File: config.mk
export PLATFORM = sky130hd
export DESIGN_NAME = updown_counter_gen
export DESIGN_NICKNAME = d
export VERILOG_FILES = /design/src/rtl/updown_counter_gen.sv
export SDC_FILE = /design/constraint.sdc
export NUM_CORES = 1
export LEC_CHECK = 0
export BUFFER_PORTS_ARGS = -buffer_cell sky130_fd_sc_hd__buf_2
export CAP_MARGIN = 30
export CORE_UTILIZATION = 45
export CTS_BUF_LIST = sky130_fd_sc_hd__clkbuf_8
export DETAILED_ROUTE_END_ITERATION = 8
export PLACE_DENSITY_LB_ADDON = 0.2
export SLEW_MARGIN = 20
export SYNTH_ARGS = -nofsm -noshare
export SYNTH_HDL_FRONTEND = slang
export SYNTH_SLANG_ARGS = --single-unit
File: constraint.sdc
create_clock -name clk -period 2.4 [get_ports clk]
set_input_delay 0.48 -clock clk [delete_from_list [all_inputs] [get_ports clk]]
set_output_delay 0.48 -clock clk [all_outputs]
set_load 0.02 [all_outputs]
File: src/rtl/updown_counter_gen.sv
// Parametrised up/down counter with prescaled step enable, wrap/saturate modes,
// clamped parallel load and registered tick/wrap pulses.
module updown_counter_gen #(
  parameter int unsigned WIDTH   = 4,
  parameter int unsigned DIV     = 50000000,
  parameter int unsigned MAX_VAL = (2 ** WIDTH) - 1
) (
  input  logic             clk,
  input  logic             rst,
  input  logic             en,
  input  logic             up_down,
  input  logic             mode,
  input  logic             load,
  input  logic [WIDTH-1:0] load_val,
  output logic [WIDTH-1:0] count,
  output logic             tick,
  output logic             wrap,
  output logic             at_limit
);

  localparam int unsigned     PreW    = (DIV > 1) ? $clog2(DIV) : 1;
  localparam logic [PreW-1:0] PreLast = PreW'(DIV - 1);
  localparam logic [WIDTH-1:0] MaxVal = WIDTH'(MAX_VAL);

  logic [WIDTH-1:0] count_q, count_d;
  logic [PreW-1:0]  pre_q, pre_d;
  logic             tick_q, tick_d;
  logic             wrap_q, wrap_d;

  always_comb begin
    count_d = count_q;
    pre_d   = pre_q;
    tick_d  = 1'b0;
    wrap_d  = 1'b0;
    if (load) begin
      // Load clamps so count can never exceed MaxVal; that lets the step logic use equality.
      count_d = (load_val > MaxVal) ? MaxVal : load_val;
      pre_d   = '0;
    end else if (en) begin
      if (pre_q == PreLast) begin
        pre_d  = '0;
        tick_d = 1'b1;
        if (up_down) begin
          if (count_q != MaxVal) begin
            count_d = count_q + 1'b1;
          end else if (!mode) begin
            count_d = '0;
            wrap_d  = 1'b1;
          end
        end else begin
          if (count_q != '0) begin
            count_d = count_q - 1'b1;
          end else if (!mode) begin
            count_d = MaxVal;
            wrap_d  = 1'b1;
          end
        end
      end else begin
        pre_d = pre_q + 1'b1;
      end
    end
  end

  always_ff @(posedge clk) begin
    if (!rst) begin
      count_q <= '0;
      pre_q   <= '0;
      tick_q  <= 1'b0;
      wrap_q  <= 1'b0;
    end else begin
      count_q <= count_d;
      pre_q   <= pre_d;
      tick_q  <= tick_d;
      wrap_q  <= wrap_d;
    end
  end

  assign count    = count_q;
  assign tick     = tick_q;
  assign wrap     = wrap_q;
  assign at_limit = (up_down && (count_q == MaxVal)) || (!up_down && (count_q == '0));

endmodule
# Word-level counts from Yosys, hierarchy flattened
# Cells that the tools add are included.
# op_classes
order_cmp	1
n_reduce_logical	12
n_bitwise	3
eq_ne	5
n_mux	15
add_sub_neg	3
# ops
operator	count
4-bit two-way mux	9
26-bit by 1-bit adder with 26-bit output (second input constant)	1
26-bit equality test (second input constant)	1
26-bit two-way mux	1
4-bit by 2-bit inequality test with 1-bit output (second input constant)	2
1-bit two-way mux	5
4-bit by 1-bit adder with 4-bit output (second input constant)	1
4-bit equality test (second input constant)	1
4-bit greater-than comparator (second input constant)	1
4-bit logical NOT	1
4-bit inequality test (second input constant)	1
4-bit AND reduction	1
2-bit nonzero test	2
4-bit nonzero test	1
4-bit OR reduction	1
4-bit by 1-bit subtractor with 4-bit output (second input constant)	1
1-bit NOT	3
3-bit OR reduction	1
1-bit logical AND	2
2-bit OR reduction	1
1-bit logical NOT	1
1-bit logical OR	1
# word_totals
inputBits	10
regBits	32

# Depth between registers and ports, before layout
# logic_depth
ltp_word	6
depth_mapped	7
mapped_depth_nobuf	7

# Least setup slack after synthesis
# OpenSTA, ideal clock, no wires.
# synth_path
path_type	register to output
start	register count_q[0] (netlist: count[0])
end	output at_limit
arrival_time_ns	1.347
path_stages_with_launch	5
required_time_ns	1.920
path_slack_ns	0.573
cell_sequence	dfxtp_1 -> inv_1 -> ha_1 -> nor4b_1 -> or2_2
# synth_via
elab_chain_cells	3
# synth_rtl
element	line_no	source
from (decl)	25	logic [WIDTH-1:0] count_q, count_d;
from (signal assigned)	71	count_q <= count_d;
4-bit equality test or 4-bit logical NOT (tied branches)	81	assign at_limit = (up_down && (count_q == MaxVal)) || (!up_down && (count_q == '0));
1-bit logical AND	81	
1-bit logical OR (*)	81	
to (decl)	18	output logic at_limit
# Every way passes the cells marked *; elsewhere a longest branch is shown, timed or not.

# Worst setup path in the final report
# Same ends and word-level chain as after synthesis.

==> impl_metrics.toml <==
[yosys]
syn-num-nets = 203
avgSynthCellArea_um2 = 9.00
synth_cells = 190
synth_edf_count = 0
netlist_area_um2 = 1710
ys_types = 42
ys_warn_count = 0
synth_seq_area_share = 0.375
synth-async-reset-ratio = 0
synth-main-ff-cell = "dfxtp_1"
ys_ff_latch = 32

[pwr]
power.leakage_uw = 0.000754
ir_drop_mv = 0.309
power_density_nw_per_um2 = 534

[place]
portBuffers = 16
dpl-instance-area_um2 = 1840
place_hpwl_um = 2340
gp_congestion = 0.809

[critical_path]
r2r_cells = 5
crit_path_top_delay_cell = "dfxtp_1"
arrival_ns = 1.68
crit_fanout = 8
path_class = "reg2out"
r2r-end = "count[3]$_SDFFE_PN0P_"
worstPathRequired_ns = 1.92
critPathLaunch = "count[0]$_SDFFE_PN0P_"
cp-end-kind = "primary output"
reg2reg_slack_ns = 0.55
cp.depth = 5
crit_buf_inv = 2
crit_chain = "inv_1, ha_1, nor4b_1, or2_2, buf_2"
reg2reg_from = "pre_q[18]$_SDFFE_PP0P_"
critPathTopFamily = "simple AND/OR/NAND/NOR gates"
slowest_delay_ns = 0.45
cp-start-kind = "flip-flop"

[floorplanning]
initial_core_util = 0.467
io_pins = 17
rows = 22
die_x_um = 63.7
design.core.area_um2 = 3660
die_y_um = 63.7
dieArea_um2 = 4050

[routing]
vias_per_cell = 5.36
wirelength_um = 3190
vias = 1383
dr.pass1.iters = 4
routedWlPerCell_um = 12.3
drt_iter0_drc = 110
drcViolationCount = 0
detail-route-antenna-nets = 0

[worst_hold_path]
hold_path_depth = 2
min_from = "mode"
hold_path.class = "in2reg"
min_to = "wrap$_SDFF_PP0_"

[job]
maxCapViolCount = 0

[global_route]
grt_pass1_vias = 1374
grt_max_degree = 26
grt_use_total = 0.186
antenna_found_initial = 0
grt_pass1_wl_um = 5800
overflow = 0

[clocking]
path_clk_slew_ns = 0.06
htreeDepth = 2
clk_latency_ns = 0.28
cts.repair.resized = 0
cts_root_buf = "clkbuf_8"
cts_made_buffers = 5
clockBufferDepth = 2
ctsHoldBuffers = 0
cts_sinks = 32
postCtsSetupBuffers = 0
cts_tree = "done"

[sta]
period_needed_ns = 2.16
hold_violations = 0
tns_ns = 0
setup_violations = 0
timing.slew.headroom = 0.694
fmax_ghz = 0.463
slew_viol_final = 0
whs_ns = 0.384
rsz0062_at_grt = "no"
fin_skew_ns = 0.00608
fin_crit_sh = 0.900
tightest_slew_ns = 0.452

[final_layout]
fillCellCount = 350
regArea_um2 = 641
diodes = 0
fin_nets = 222
multiInputGateArea_um2 = 1020
layout-drive-gt1-share = 0.167
layout-area-overhead-vs-synth_pct = 12.6
post-route-cell-area_um2 = 1930

[outcome]
status = "finished clean"
## cell type report
cell class / instances / share of cell area
Inverter: 8 / 0.0156
Sequential cell: 32 / 0.333
Timing Repair Buffer: 17 / 0.0455
Clock inverter: 2 / 0.00390
Clock buffer: 6 / 0.0429
Tap cell: 48 / 0.0312
Multi-Input combinational cell: 145 / 0.528
## cells by family after synthesis
kind of cell / after synthesis / synth area share
simple gates: 95 / 0.354
buf+inv: 13 / 0.0307
xor+xnor: 28 / 0.143
flops: 32 / 0.375
mux: 3 / 0.0176
compound gates: 16 / 0.0578
fa+ha+maj: 3 / 0.0219
## power breakdown
group | total (uW) | leakage [uW] | internal, uW | switching [uW]
Combinational | 70.2 | 0.000442 | 29.1 | 41.1
Clock | 411 | 0.0000538 | 225 | 187
Sequential | 546 | 0.000259 | 537 | 9.12
## cell usage after synthesis (3+ instances only)
master / count / share of area
nand4_1: 12 / 0.044
nor2_1: 32 / 0.070
inv_1: 8 / 0.018
dfxtp_1: 32 / 0.37
and3_1: 5 / 0.018
nor4_4: 4 / 0.050
a21oi_1: 3 / 0.0088
xor2_1: 19 / 0.097
nand3_1: 8 / 0.023
o21ai_0: 5 / 0.015
mux2i_1: 3 / 0.018
nand2_1: 11 / 0.024
xnor2_1: 9 / 0.046
ha_1: 3 / 0.022
## flip-flops by register name, summed over array words and instances (netlist names)
signal  cells
count       4
tick        1
wrap        1
pre_q      26
## per-stage QoR
| step | power [uW] | util | cells | setup slack, ns |
|---|---|---|---|---|
| floorplan | 603 | - | 190 | 0.573 |
| global placement | 626 | 0.501 | 250 | 0.464 |
| detailed placement | 628 | 0.501 | 250 | 0.444 |
| CTS | 1040 | 0.526 | 258 | 0.231 |
| global route | 1080 | 0.526 | 258 | 0.0899 |
| finish | 1030 | 0.526 | 258 | 0.240 |
## worst max path at each step
stage | endpoint
final | at_limit
after global routing | at_limit
after CTS | at_limit
after detailed placement | pre_q[23]$_SDFFE_PP0P_
after global placement | pre_q[23]$_SDFFE_PP0P_
after floorplan | at_limit
## routing by layer
| layer | wire length (um) | vias up | global-route usage |
|---|---|---|---|
| met2 | 1560 | 19 | 0.319 |
| met1 | 1490 | 649 | 0.212 |
| li1 | - | 711 | - |
| met4 | 24 | 0 | 0.0597 |
| met3 | 115 | 4 | 0.0652 |
| met5 | 0 | - | 0 |
## worst register-to-register path, cell delays in order, from the launching register on
cell,delay (ns)
dfxtp_1,0.36
or4_4,0.56
nor4_4,0.33
nand3_2,0.17
a211oi_2,0.22
o31ai_1,0.08
## layout by cell type, fill, tap and decap left out, drive strengths merged
master	synthesis	final
nor2	32	32
dfxtp	32	32
xor2	19	19
buf	2	17
nand4	13	13
nand2	11	11
inv	8	10
xnor2	9	9
nand3	9	9
o21ai	7	7
clkbuf	3	6
nor4	6	6
and3	5	5
a21oi	3	3
mux2i	3	3
ha	3	3
nor4b	3	3
and4	2	2
nor3	2	2
nand2b	2	2
or3	2	2
and2	2	2
or2	1	1
nand4bb	1	1
or4	1	1
a31oi	1	1
o41ai	1	1
a211oi	1	1
o31ai	1	1
nand4b	1	1
o21a	1	1
o22ai	1	1
and4bb	1	1
nand3b	1	1
No activity file was read; power rests on OpenSTA's default activity.
